===== src/rtl/count_seq_checker_sat_counter.sv =====
// sat_counter
//   Up-counter that sticks at its all-ones value instead of wrapping.
// Ports
//   clk    in  1  rising-edge clock
//   rst_n  in  1  asynchronous active-low reset, forces q to 0
//   clr    in  1  synchronous clear, has priority over inc
//   inc    in  1  count up by one unless already at the maximum
//   q      out W  current count
module sat_counter #(
  parameter int W = 4
) (
  input  logic         clk,
  input  logic         rst_n,
  input  logic         clr,
  input  logic         inc,
  output logic [W-1:0] q
);

  localparam logic [W-1:0] MAX_VAL = '1;

  logic [W-1:0] q_q;
  logic [W-1:0] q_d;

  always_comb begin
    q_d = q_q;
    if (clr) begin
      q_d = '0;
    end else if (inc && (q_q != MAX_VAL)) begin
      q_d = q_q + W'(1);
    end
  end

  always_ff @(posedge clk or negedge rst_n) begin
    if (!rst_n) begin
      q_q <= '0;
    end else begin
      q_q <= q_d;
    end
  end

  assign q = q_q;

endmodule


===== config.mk =====
export PLATFORM = sky130hd
export DESIGN_NAME = sat_counter
export DESIGN_NICKNAME = d
export VERILOG_FILES = /design/src/rtl/count_seq_checker_sat_counter.sv
export SDC_FILE = /design/constraint.sdc
export NUM_CORES = 1
export LEC_CHECK = 0
export ABC_CLOCK_PERIOD_IN_PS = 3900
export BUFFER_PORTS_ARGS = -buffer_cell sky130_fd_sc_hd__buf_2
export CORE_AREA = 2 2 39 41
export DETAILED_ROUTE_END_ITERATION = 7
export DIE_AREA = 0 0 41 43
export PLACE_DENSITY = 0.42
export SLEW_MARGIN = 20
export SYNTH_ARGS = -nofsm -noshare
export SYNTH_HDL_FRONTEND = slang
export SYNTH_SLANG_ARGS = --single-unit

===== constraint.sdc =====
create_clock -name clk -period 3.9 [get_ports clk]
set_input_delay 0.975 -clock clk [delete_from_list [all_inputs] [get_ports clk]]
set_output_delay 0.975 -clock clk [all_outputs]
set_load 0.05 [all_outputs]

==> results.toml, run 1 <==
[status]
status = "finished clean"

[routing]
route.met2.wl_um = 197
drc = 0
met3_length_um = 72
highest_layer = "met3"
wl_met1_um = 220
drt_first_pass_iters = 4
ant_nets = 0
routed_wl_um = 490
drt-vias-per-instance = 4.24
wl_per_cell_um = 10.7
route.vias.total = 195
drt_iter0_drc = 2

[power]
ir_worst_vdd_mv = 0.149
sw_frac_of_total_pct = 27.0
powerDensity_nw_per_um2 = 381
switchingPower_w = 0.0000316
comb_power_share_pct = 17.0
total_power_w = 0.000117
power_frac_seq_pct = 39.6
internal-power_w = 0.0000853
p_leak_nw = 0.155
pwr-share-clk_pct = 43.4

[clock_tree]
cts_buffer_depth = 2
clock_sinks = 4
cts-root-buf = "clkbuf_4"
cts_hold_buf = 0
cts_max_level = 1
ctsResizeCount = 0
clk_latency_ns = 0.23
numCtsBuffers = 3
clk_pin_slew_ns = 0.04
cts_setup_buffers = 0
cts_tree = "yes"

[critical_path]
crit_slowest_cell = "dfrtp_1"
reg2reg_setup_slack_ns = 2.51
r2r_cells = 4
cp_max_fo = 5
crit_path_max_incr_delay_ns = 0.41
path_buf_inv = 1
cp.required_ns = 2.92
crit_arrival_ns = 0.94
rr_endpoint = "q[0]$_DFFE_PN0P_"
crit_chain = "buf_2"
cpLargestDelayFamily = "flip-flops"
cp-start-kind = "flop"
worstReg2RegStart = "q[0]$_DFFE_PN0P_"
cp-end-kind = "output port"
path_class = "flop to output port"

[floorplanning]
die_area_um2 = 1760
fp.dieW_um = 41
io_pins = 8
coreArea_um2 = 1380
die_y_um = 43
initial_utilization_pct = 16.5
core.rowCount = 14

[global_routing]
grt_pass1_wl_um = 738
grt_usage_pct = 6.84
grt-ovfl-total = 0
grt_pass1_vias = 202
grt_max_degree = 7
antenna_found_initial = 0

[place]
dp.cells = 43
hpwl_um = 378
gp_congestion = 0.629
port_buffers = 7

[synth]
avgSynthCellArea_um2 = 11.4
synth_area_um2 = 229
synth_seq_cells = 4
ys_seq_area_share_pct = 43.7
synth_warnings = 0
syn_inst = 20
synth_cell_types = 15
synth_fp_nets = 25

[final_layout]
antenna_cells = 0
layout-drive-gt1-share_pct = 46.7
nets = 37
fillerInstances = 160
fin_cells = 46
utilization_pct = 22.2
area_growth_pct = 33.9
largest_reg_flops = 4

[sta]
min_period_ns = 1.91
finalSetupViolCount = 0
finalSetupTns_ns = 0
fin_skew_ns = 0.000391
relSlewSlack_pct = 83.5
finalMaxSlewViolations = 0
tightest_slew_ns = 0.249
rsz0062_at_grt = "false"
fmax_mhz = 522
hold_viol_final = 0
fin_crit_sh_pct = 49.1

[min_path]
hp-class = "input pin to asynchronous set/reset pin"

[flow_run]
drv_cap = 0
cell usage after synthesis:
library cell  number  area share [%]
a21oi_1            2             4.4
and3_4             1             4.9
and4b_2            1             4.9
dfrtp_1            4              44
ha_1               1             5.5
mux2_4             1             6.6
mux2i_1            1             4.4
nand2b_1           2             5.5
nand4_1            1             2.7
nor2_1             1             1.6
nor2b_1            1             2.7
nor2b_4            1             6.0
nor3_1             1             2.2
o21ai_0            1             2.2
or2_0              1             2.7
power groups by stage:
stage	clock (W)	sequential (W)	combinational (W)
after floorplan	0	0.0000534	0.00000647
after global placement	0	0.0000464	0.0000192
after detailed placement	0	0.0000468	0.0000201
after CTS	0.0000533	0.0000463	0.0000202
after global routing	0.0000567	0.0000468	0.0000212
final	0.0000507	0.0000463	0.0000199
layout by cell type, fill, tap and decap left out, drive strengths merged, types with 2 or more instances in the layout:
cell type  Yosys  routed
dfrtp          4       4
a21oi          2       2
nor2b          2       2
buf            0       7
clkbuf         0       3
nand2b         2       2
logic make-up after synthesis:
logic type | after synthesis | share of synthesized area (%)
fa+ha+maj | 1 | 5.46
compound gates | 3 | 6.56
simple gates | 10 | 33.3
flops | 4 | 43.7
mux | 2 | 10.9
worst max path at each step:
| stage | start | to | slack [ns] | depth (start not counted) |
|---|---|---|---|---|
| 5_1_grt | q[0]$_DFFE_PN0P_ | q[0] | 1.92 | 1 |
| 4_1_cts | q[0]$_DFFE_PN0P_ | q[0] | 1.98 | 1 |
| 2_1_floorplan | q[0]$_DFFE_PN0P_ | q[0] | 2.28 | 0 |
| 3_3_place_gp | inc | q[0]$_DFFE_PN0P_ | 2.23 | 3 |
| 6_report | q[0]$_DFFE_PN0P_ | q[0] | 1.99 | 1 |
| 3_5_place_dp | inc | q[0]$_DFFE_PN0P_ | 2.22 | 3 |
per-layer routing:
metal / vias up / GRT usage, %
li1: 94 / -
met1: 89 / 6.47
met2: 12 / 9.38
met3: 0 / 7.85
met4: 0 / 2.00
met5: - / 0
cell type report:
class / count / area [um^2] / area share (%)
flip-flops and latches: 4 / 100 / 32.7
clock buffers: 3 / 22.5 / 7.35
repair buffers: 7 / 35.0 / 11.4
well taps: 16 / 20.0 / 6.53
multi-input cells: 16 / 129 / 42.0
per-stage QoR:
stage | hold slack (ns) | area (um^2) | worst slack (ns)
after floorplan | 0.679 | 229 | 2.28
after global placement | 0.559 | 284 | 2.23
after detailed placement | 0.578 | 284 | 2.22
after CTS | 0.537 | 307 | 1.98
after global routing | 0.541 | 307 | 1.92
final | 0.542 | 307 | 1.99
No activity file was read; power rests on OpenSTA's default activity.
==> inputs of run 2 (changes only) <==
--- a/config.mk
+++ b/config.mk
@@ -5,7 +5,8 @@
 export SDC_FILE = /design/constraint.sdc
 export NUM_CORES = 1
 export LEC_CHECK = 0
-export ABC_CLOCK_PERIOD_IN_PS = 3900
+export ABC_AREA = 1
+export ABC_CLOCK_PERIOD_IN_PS = 1800
 export BUFFER_PORTS_ARGS = -buffer_cell sky130_fd_sc_hd__buf_2
 export CORE_AREA = 2 2 39 41
 export DETAILED_ROUTE_END_ITERATION = 7
==> constraint.sdc (replaced) <==
create_clock -name clk -period 1.8 [get_ports clk]
set_input_delay 0.45 -clock clk [delete_from_list [all_inputs] [get_ports clk]]
set_output_delay 0.45 -clock clk [all_outputs]
set_load 0.05 [all_outputs]
==> run 2 against run 1 <==
First-iteration DRC count stayed put. Core utilization is 0.45 points lower. Worst setup slack worse by 1.6 ns. Critical path type unchanged. Largest cell class unchanged. Highest routed layer unchanged.
==> results.toml, run 2 <==
[place]
gp_congestion = 0.623
hpwl_um = 379
port_buffers = 7
dpl_cell_area_um2 = 278

[routing]
drt_first_pass_iters = 4
ant_nets = 0
drt-vias-per-instance = 3.98
drc = 0
wl_per_cell_um = 8.31
routed_wl_um = 457
route.vias.total = 219
drt_iter0_drc = 2

[power]
power_frac_seq_pct = 40.5
switchingPower_w = 0.0000725
p_leak_nw = 0.185
ir_worst_vdd_mv = 0.247
pwr-share-clk_pct = 41.6
sw_frac_of_total_pct = 28.4
internal-power_w = 0.000182
comb_power_share_pct = 17.9
powerDensity_nw_per_um2 = 849

[clock_tree]
cts-root-buf = "clkbuf_4"
cts_max_level = 1
cts_hold_buf = 0
cts_tree = "yes"
clk_latency_ns = 0.23
clk_pin_slew_ns = 0.04
ctsResizeCount = 0
cts_setup_buffers = 0
numCtsBuffers = 3
cts_buffer_depth = 2
clock_sinks = 4

[final_layout]
layout-drive-gt1-share_pct = 33.3
layout_commonest_cell = "nand2_1"
largest_reg_flops = 4
final_cell_mix = "nand2_1 (10), buf_2 (7), nand3_1 (4), dfrtp_1 (4)"
design_area_um2 = 300
area_growth_pct = 34.8
nets = 46
antenna_cells = 0
fillerInstances = 164

[synth]
synth_edf_count = 0
ys_seq_area_share_pct = 44.9
synth_top_cell_by_area = "dfrtp_1"
yosysTopAreaCellShare_pct = 44.9
synth_seq_cells = 4
syn_inst = 29
synth_cell_types = 10
synth_warnings = 0
synth_area_leaders = "dfrtp_1 (45%), nand2_1 (17%), nand3_1 (9.0%)"
synth_area_um2 = 223
synth_ff_type = "dfrtp_1"
synth_most_common_cell = "nand2_1"
synth_fp_nets = 34
avgSynthCellArea_um2 = 7.68
async_reset_ff_share_pct = 100
synth_common_cells = "nand2_1 (10), dfrtp_1 (4), nand3_1 (4)"

[floorplanning]
initial_utilization_pct = 16.1
die_y_um = 43
core.rowCount = 14
fp.dieW_um = 41
die_area_um2 = 1760
coreArea_um2 = 1380
io_pins = 8

[critical_path]
cpLargestDelayFamily = "flip-flops"
cp-end-kind = "output port"
worstReg2RegStart = "q[0]$_DFFE_PN0P_"
rr_endpoint = "q[3]$_DFFE_PN0P_"
crit_arrival_ns = 0.95
path_depth = 1
r2r_cells = 7
path_class = "flop to output port"
cp-start-kind = "flop"
path_buf_inv = 1
worstSetupEndpoint = "q[2]"
reg2reg_setup_slack_ns = 0.65
crit_slowest_cell = "dfrtp_1"
cp.required_ns = 1.35
crit_chain = "buf_2"
crit_path_max_incr_delay_ns = 0.43
cp_max_fo = 6
setup.worst_path.start = "q[2]$_DFFE_PN0P_"

[sta]
finalSetupViolCount = 0
finalMaxSlewViolations = 0
min_period_ns = 1.40
fin_crit_sh_pct = 77.9
finalSetupTns_ns = 0
fmax_mhz = 713
tightest_slew_ns = 0.249
hold_viol_final = 0
relSlewSlack_pct = 83.5
fin_skew_ns = 0.00142
rsz0062_at_grt = "false"

[min_path]
hp-class = "input pin to asynchronous set/reset pin"

[global_routing]
grt_pass1_vias = 202
antenna_found_initial = 0
grt-ovfl-total = 0
grt_max_degree = 7
grt_pass1_wl_um = 703
grt_usage_pct = 6.16

[flow_run]
drv_cap = 0

[status]
status = "finished clean"
[run 2: cell families (layout without fill, tap and decap cells)]
logic type | count (synthesis) | in the layout | share of synthesized area, %
buffers and inverters | 4 | 14 | 6.74
DFF | 4 | 4 | 44.9
and+or+nand+nor | 19 | 19 | 38.8
xor gates and xnor gates | 1 | 1 | 3.93
adders and majority gates | 1 | 1 | 5.62
[run 2: worst min path at each step]
stage / startpoint / endpoint / slack (ns)
after floorplan: rst_n / q[0]$_DFFE_PN0P_ / 0.15
after CTS: rst_n / q[0]$_DFFE_PN0P_ / 0.01
after global routing: rst_n / q[0]$_DFFE_PN0P_ / 0.01
final: rst_n / q[0]$_DFFE_PN0P_ / 0.02
after detailed placement: rst_n / q[1]$_DFFE_PN0P_ / 0.26
after global placement: rst_n / q[0]$_DFFE_PN0P_ / 0.26
[run 2: metrics by stage]
| step | hold slack (ns) | cells | util (%) | worst slack (ns) | power (W) |
|---|---|---|---|---|---|
| finish | 0.0182 | 55 | 21.7 | 0.397 | 0.000255 |
| detailed placement | 0.259 | 52 | 20.1 | 0.633 | 0.000151 |
| CTS | 0.00996 | 55 | 21.7 | 0.385 | 0.000263 |
| floorplan | 0.154 | 29 | - | 0.393 | 0.000136 |
| global route | 0.0132 | 55 | 21.7 | 0.359 | 0.000271 |
| global placement | 0.259 | 52 | 20.1 | 0.631 | 0.000151 |
[run 2: metal layers]
layer  wire length [um]  GRT usage, %  share of wire (%)  up-vias
met5                  0             0                  0        -
met4                  0          6.00                  0        0
met3                 33          1.57                7.2        0
met2                240          8.44                 53        8
met1                183          7.19                 40       98
li1                   -             -                  -      113
[run 2: cell type report]
cell class	count	area (um^2)	area share (%)
Timing Repair Buffer	7	35.0	11.7
Clock buffer	3	22.5	7.50
Multi-Input combinational cell	21	108	35.8
Sequential cell	4	100	33.3
Inverter	4	15.0	5.00
Tap cell	16	20.0	6.67
[run 2: power by group through the flow]
stage | Combinational (W) | Sequential [W] | Clock (W)
after floorplan | 0.0000145 | 0.000121 | 0
after global placement | 0.0000466 | 0.000104 | 0
after detailed placement | 0.0000465 | 0.000104 | 0
after CTS | 0.0000466 | 0.000103 | 0.000114
after global routing | 0.0000498 | 0.000104 | 0.000117
final | 0.0000457 | 0.000103 | 0.000106
